===== src/rtl/if_id_stage_pkg.sv =====
// if_id_stage_pkg: shared fetch/decode pipeline constants and FSM state type
package if_id_stage_pkg;
  localparam logic [31:0] NOP = 32'h0000_0000;
  localparam logic [31:0] DEFAULT_RESET_PC = 32'h0000_0000;
  typedef enum logic [1:0] {RUN, STALL, STUCK} wd_state_e;
endpackage


===== src/rtl/if_id_stage_sat_counter.sv =====
// sat_counter: counter that increments on inc and sticks at all-ones
module sat_counter #(
  parameter int CNT_W = 16
) (
  input  logic             clk,
  input  logic             rst,
  input  logic             inc,
  output logic [CNT_W-1:0] count
);
  // count up until every bit is set, then hold
  always_ff @(posedge clk)
    if (rst) count <= '0;
    else if (inc && count != '1) count <= count + CNT_W'(1);
endmodule


===== src/rtl/if_id_stage.sv =====
// if_id_stage: PC and IF/ID register with flush/hold priority, perf counters and stall watchdog
module if_id_stage
  import if_id_stage_pkg::*;
#(
  parameter int          WIDTH     = 32,
  parameter logic [WIDTH-1:0] RESET_PC = WIDTH'(DEFAULT_RESET_PC),
  parameter int          CNT_W     = 16,
  parameter int          MAX_STALL = 4
) (
  input  logic             clk,
  input  logic             rst,
  input  logic             pc_write,
  input  logic             awrite,
  input  logic             flush,
  input  logic [WIDTH-1:0] pc_next,
  input  logic [WIDTH-1:0] instr_in,
  output logic [WIDTH-1:0] pc,
  output logic [WIDTH-1:0] pc_plus4,
  output logic [WIDTH-1:0] if_id_instr,
  output logic [WIDTH-1:0] if_id_pc4,
  output logic             if_id_valid,
  output logic [CNT_W-1:0] stall_count,
  output logic [CNT_W-1:0] flush_count,
  output logic             stall_err,
  output logic             mismatch_err
);
  wd_state_e  state, state_n;
  logic [3:0] run_len, run_n, run_inc;
  logic       stall;
  assign stall    = !awrite && !flush;
  assign pc_plus4 = pc + WIDTH'(4);
  assign run_inc  = run_len + 4'd1;
  assign stall_err = state == STUCK;
  // PC holds unless pc_write; a flush target arrives through pc_next
  always_ff @(posedge clk)
    if (rst) pc <= RESET_PC;
    else if (pc_write) pc <= pc_next;
  // IF/ID: flush squashes to a NOP, otherwise awrite low holds the slot
  always_ff @(posedge clk)
    if (rst || flush) begin
      if_id_instr <= WIDTH'(NOP);
      if_id_pc4   <= '0;
      if_id_valid <= 1'b0;
    end else if (awrite) begin
      if_id_instr <= instr_in;
      if_id_pc4   <= pc_plus4;
      if_id_valid <= 1'b1;
    end
  // sticky flag for pc_write and awrite disagreeing
  always_ff @(posedge clk)
    if (rst) mismatch_err <= 1'b0;
    else if (pc_write != awrite) mismatch_err <= 1'b1;
  // watchdog state and consecutive-stall run length
  always_ff @(posedge clk)
    if (rst) begin
      state   <= RUN;
      run_len <= '0;
    end else begin
      state   <= state_n;
      run_len <= run_n;
    end
  // run length is 0 in RUN, so run_inc gives 1 on entry to STALL; STUCK absorbs
  always_comb begin
    state_n = state;
    run_n   = run_len;
    if (state != STUCK) begin
      run_n   = stall ? run_inc : 4'd0;
      state_n = !stall ? RUN : (run_inc == 4'(MAX_STALL)) ? STUCK : STALL;
    end
  end
  sat_counter #(.CNT_W(CNT_W)) u_stall_cnt (.clk(clk), .rst(rst), .inc(stall), .count(stall_count));
  sat_counter #(.CNT_W(CNT_W)) u_flush_cnt (.clk(clk), .rst(rst), .inc(flush), .count(flush_count));
endmodule


===== config.mk =====
export PLATFORM = sky130hd
export DESIGN_NAME = if_id_stage
export DESIGN_NICKNAME = d
export VERILOG_FILES = /design/src/rtl/if_id_stage_pkg.sv /design/src/rtl/if_id_stage_sat_counter.sv /design/src/rtl/if_id_stage.sv
export SDC_FILE = /design/constraint.sdc
export NUM_CORES = 1
export LEC_CHECK = 0
export CAP_MARGIN = 20
export CELL_PAD_IN_SITES_DETAIL_PLACEMENT = 1
export CELL_PAD_IN_SITES_GLOBAL_PLACEMENT = 2
export CORE_MARGIN = 2
export CORE_UTILIZATION = 27
export CTS_CLUSTER_SIZE = 16
export DETAILED_ROUTE_END_ITERATION = 8
export HOLD_SLACK_MARGIN = 0.12
export PLACE_DENSITY_LB_ADDON = 0.25
export REMOVE_ABC_BUFFERS = 1
export SYNTH_ARGS = -nofsm -noshare
export SYNTH_HDL_FRONTEND = slang
export SYNTH_HIERARCHICAL = 1
export SYNTH_SLANG_ARGS = --single-unit

===== constraint.sdc =====
create_clock -name clk -period 5.6 [get_ports clk]
set_input_delay 1.4 -clock clk [delete_from_list [all_inputs] [get_ports clk]]
set_output_delay 1.4 -clock clk [all_outputs]
set_load 0.02 [all_outputs]

Word-level counts from Yosys, hierarchy flattened
Cells that the tools add are included.
{"block": "classes", "n_reduce_logical": 6, "addsub": 4, "n_eq_ne": 6, "muxes": 3}
{"cell": "16-bit by 1-bit adder with 16-bit output, second input constant", "count": 2}
{"cell": "32-bit by 3-bit adder with 32-bit output, second input constant", "count": 1}
{"cell": "16-bit inequality test, second input constant", "count": 2}
{"cell": "4-bit by 1-bit adder with 4-bit output, second input constant", "count": 1}
{"cell": "4-bit by 3-bit == test with 1-bit output, second input constant", "count": 1}
{"cell": "2-bit two-way mux", "count": 2}
{"cell": "4-bit two-way mux", "count": 1}
{"cell": "1-bit logical AND", "count": 3}
{"cell": "2-bit == test, second input constant", "count": 1}
{"cell": "1-bit logical NOT", "count": 2}
{"cell": "2-bit inequality test, second input constant", "count": 1}
{"cell": "1-bit logical OR", "count": 1}
{"cell": "1-bit inequality test", "count": 1}
{"block": "totals", "word_cells": 28, "out_inout_bits": 163, "reg_bits": 136, "inputBits": 69}

Logic depth before layout (Yosys ltp)
{"block": "depth", "word_depth": 4, "depth_mapped": 6, "ltp_nobuf": 5}

Hierarchy
Netlist, hierarchy kept.
{"mod": "if_id_stage", "cells_per_inst": 485, "seq_area_each_um2": 2082.0, "area_each_um2": 4463.0, "n_inst": 1}
{"mod": "sat_counter", "cells_per_inst": 99, "seq_area_each_um2": 320.3, "area_each_um2": 848.3, "n_inst": 2}

Worst setup path after synthesis
No wires, ideal clock.
{"block": "synth_timing", "kind": "flip-flop to output port", "from": "register pc[2]", "to": "output pc_plus4[20]", "arrival_ns": 2.010, "t_required_ns": 4.200, "path_slack_ns": 2.190, "path_buffers": 1, "stages_incl_launch_ff": 7, "path_cell_list": "dfxtp_1 ha_1 nand3_1 or3_1 buf_2 or4_1 nand2_1"}
{"block": "synth_via", "elab_chain_cells": 1}
{"item": "from (decl)", "line": "if_id_stage.sv:17", "rtl": "output logic [WIDTH-1:0] pc,"}
{"item": "from (signal assigned)", "line": "if_id_stage.sv:37", "rtl": "else if (pc_write) pc <= pc_next;"}
{"item": "32-bit by 3-bit adder with 32-bit output", "line": "if_id_stage.sv:31", "rtl": "assign pc_plus4 = pc + WIDTH'(4);"}
{"item": "to (decl)", "line": "if_id_stage.sv:18", "rtl": "output logic [WIDTH-1:0] pc_plus4,"}
No other way between the ends.

Worst setup path after layout
{"block": "layout_timing", "from": "register pc[2]", "to": "output pc_plus4[26]"}
The elaborated chain is that of the path after synthesis.

==> key figures <==
Layout
  – Layout cells sized above 1: 6.37%
  – ANT cells: 0
  – Most frequent cells in the layout: clkdlybuf4s50_1 (228), dfxtp_1 (136), nor2_1 (109), mux2i_1 (73), nand2_1 (34)
  – P&R area growth vs syn: 49.5%
  – Most common cell after layout, fill and taps aside: clkdlybuf4s50_1
  – Design area: 9210 um2
  – Fill cells: 2585
  – Final #Nets: 971

Power
  – Clock Power Share: 44.3%
  – Worst vdd ir: 0.165 mV
  – Net Sw Frac: 27.4%
  – Reg power frac: 42.4%
  – PwrDens: 265 nW/um2
  – Internal: 1.77 mW
  – Switching pwr: 0.669 mW
  – Logic pwr share: 13.3%
  – P_leak: 3.47 nW

Route
  – Per-cell routed wire length: 17.4 um
  – Drt pass-1 iters: 4
  – Routed vias/inst: 4.88
  – 1st-iter DRT viols: 164
  – Met2 wire len: 10100 um
  – Final wirelength: 20700 um
  – Post-route DRC: 0
  – WL met1: 9580 um
  – Antenna viol nets, final: 0
  – Routed length on met3: 814 um
  – Via count: 5831
  – Highest metal used: met4

Setup path
  – Arrival time worst endpoint: 3.14 ns
  – Critical R2R Launch: pc[2]$_SDFFE_PP0P_
  – CP Class: flop to output port
  – Worst-path fanout max: 12
  – Worst EP required: 4.20 ns
  – Worst path cell trace: ha_1 > nand3_1 > or3_1 > or4_1 > nand2_1 > clkdlybuf4s50_1
  – R2R setup slack: 3.33 ns
  – Crit path largest cell delay: 0.60 ns
  – Slowest CP cell: clkdlybuf4s50_1
  – CP startpoint kind: flop
  – R2r endpoint: if_id_pc4[26]$_SDFFE_PP0P_
  – R2R cell count: 5
  – Crit. End Element: output port

Global routing
  – Vias in the first global route: 5827
  – Gr ovfl total: 0
  – Initial antenna violation count: 0
  – First-pass GRT wire length: 32400 um
  – Gr usage total: 17.0%
  – Largest net degree at the start of global routing: 75

STA
  – Actual slew at the worst max-slew pin: 0.829 ns
  – Final worst-path cycle share: 81.0%
  – Final setup margin: 1.06 ns
  – Max Fclk: 220 MHz
  – Post-route minimum period: 4.54 ns
  – Max_slew headroom: 44.8%
  – Slew Viols, Final: 0
  – RSZ-0062 raised after global routing: false
  – Max Clock Skew: 0.00868 ns
  – Final hold vios: 0
  – Setup TNS: 0 ns
  – Final setup violation count: 0

Floorplanning
  – Initial Util: 27.4%
  – I/O Pins: 232
  – Die X: 155 um
  – Placeable Area: 22500 um2
  – FP Rows: 55
  – Die Area: 24000 um2
  – Die H: 155 um

Placed design
  – Final Wtd Congestion: 0.718
  – DP Area: 8640 um2
  – Post-DP HPWL: 14400 um
  – Buffers on Ports: 231
  – Worst slack, placed: 1.48 ns

Outcome
  – Status: complete, no violations

Synth
  – Synthesized area per cell: 9.02 um2
  – FF+latch count, synth: 136
  – Number of enable flip-flop cells after synthesis: 0
  – Largest cells by area after synthesis: dfxtp_1 (44%), mux2i_1 (12%), nor2_1 (6.6%)
  – Adder-cell area share of the yosys netlist: 1.02%
  – Mux share of post-synthesis cell area: 12.2%
  – Main combinational cell family by area after synthesis: simple AND/OR/NAND/NOR gates
  – Post-synth top area cell: dfxtp_1
  – Synth Area in Compound Gates: 11.2%
  – Post-Synth XOR/XNOR Area: 2.56%
  – Syn Std Cell Area: 6160 um2
  – Post-Synth Simple-Gate Area: 24.4%
  – Post-Synthesis Cells: 683
  – Ys async rst share: 0%
  – Synth Flop Type: dfxtp_1
  – Top cell type's share of synthesized area: 44.2%
  – Post-synthesis cell type count: 49
  – Synth warn: 6
  – Register area share after synthesis: 44.2%

Clocking
  – Clk sinks: 136
  – Post-cts gate resize count: 0
  – Postcts setup bufs: 0
  – H-tree levels: 4
  – Root Driver: clkbuf_16
  – CTS clk-pin slew, worst paths: 0.06 ns
  – # hold bufs at CTS: 0
  – Clock Path Buffers: 2
  – Worst skew pair latency: 0.42 ns
  – CTS tree: yes
  – Total CTS buffers: 17

Min path
  – Hold Startpoint: if_id_valid$_SDFFE_PP0P_
  – Min-Delay Path Depth: 2
  – Worst Hold Class: flop to flop
  – WHS Endpoint: if_id_valid$_SDFFE_PP0P_

Run
  – # Max-Cap Violations: 0
metal layers:
layer  vias up  global-route usage (%)
li1       2895                       -
met1      2806                    21.6
met2       116                    28.9
met3        14                    4.12
met4         0                    4.72
met5         -                       0
flip-flops by register name, summed over array words and instances, names as in the netlist:
register	flops
state	2
u_stall_cnt/count	16
if_id_pc4	32
u_flush_cnt/count	16
run_len	4
pc	32
if_id_instr	32
if_id_valid	1
mismatch_err	1
cell families (layout without fill, tap and decap cells):
group / after synthesis / in the layout
buffers and inverters: 57 / 284
adder cells (fa/ha/maj): 5 / 5
flip-flops: 136 / 136
multiplexers: 75 / 75
AND/OR/NAND/NOR: 281 / 281
AO/OA/AOI/OAI: 111 / 111
XOR/XNOR: 18 / 18
stage by stage:
stage	std cells	power, mW	hold WS (ns)	utilization, %
global route	1195	2.56	0.505	40.9
floorplan	641	1.18	0.443	-
global placement	1162	1.38	0.453	38.4
CTS	1194	2.48	0.482	40.8
detailed placement	1162	1.38	0.467	38.4
finish	1195	2.44	0.478	40.9
power by group through the flow:
stage          sequential (mW)  combinational [mW]  clock [mW]
3_3_place_gp              1.06               0.327           0
2_1_floorplan             1.09              0.0926           0
6_report                  1.04               0.325        1.08
4_1_cts                   1.04               0.329        1.12
3_5_place_dp              1.06               0.327           0
5_1_grt                   1.04               0.349        1.17
worst max path at each step:
stage / start / end / slack (ns)
floorplan: pc[2]$_SDFFE_PP0P_ / pc_plus4[22] / 2.15
global placement: pc[2]$_SDFFE_PP0P_ / pc_plus4[26] / 1.54
detailed placement: pc[2]$_SDFFE_PP0P_ / pc_plus4[26] / 1.48
CTS: pc[2]$_SDFFE_PP0P_ / pc_plus4[26] / 1.01
global route: pc[2]$_SDFFE_PP0P_ / pc_plus4[26] / 0.87
finish: pc[2]$_SDFFE_PP0P_ / pc_plus4[26] / 1.06
final cells by class:
cell class	instances	area [um2]	area share [%]
Clock buffer	17	425	4.62
Timing Repair Buffer	237	2360	25.6
Tap cell	285	357	3.87
Sequential cell	136	2720	29.6
Clock inverter	15	129	1.40
Inverter	15	56.3	0.611
Multi-Input combinational cell	490	3160	34.4
cells in the mapped netlist, drive strengths merged, types with 2 or more instances:
master / instances
dfxtp: 136
mux2: 2
and3: 5
o31ai: 19
ha: 5
xor2: 5
nor3: 13
nand2: 36
nand3b: 3
inv: 15
clkbuf: 23
a31oi: 16
a211oi: 4
o21ai: 32
and4: 11
o21a: 7
mux2i: 73
nor2: 109
xnor2: 13
o211a: 2
nand3: 27
o41ai: 2
or3: 16
nand4: 18
nor2b: 5
nor4: 8
o311ai: 2
or4: 22
nor4bb: 2
a21oi: 23
or2: 4
buf: 17
worst max-delay path, delay by kind of cell (launching register included):
kind / cells / cell delay, ns
fa+ha+maj: 1 / 0.28
buf+inv: 1 / 0.60
flops: 1 / 0.46
simple gates: 4 / 1.37
No activity file was read; power rests on OpenSTA's default activity.
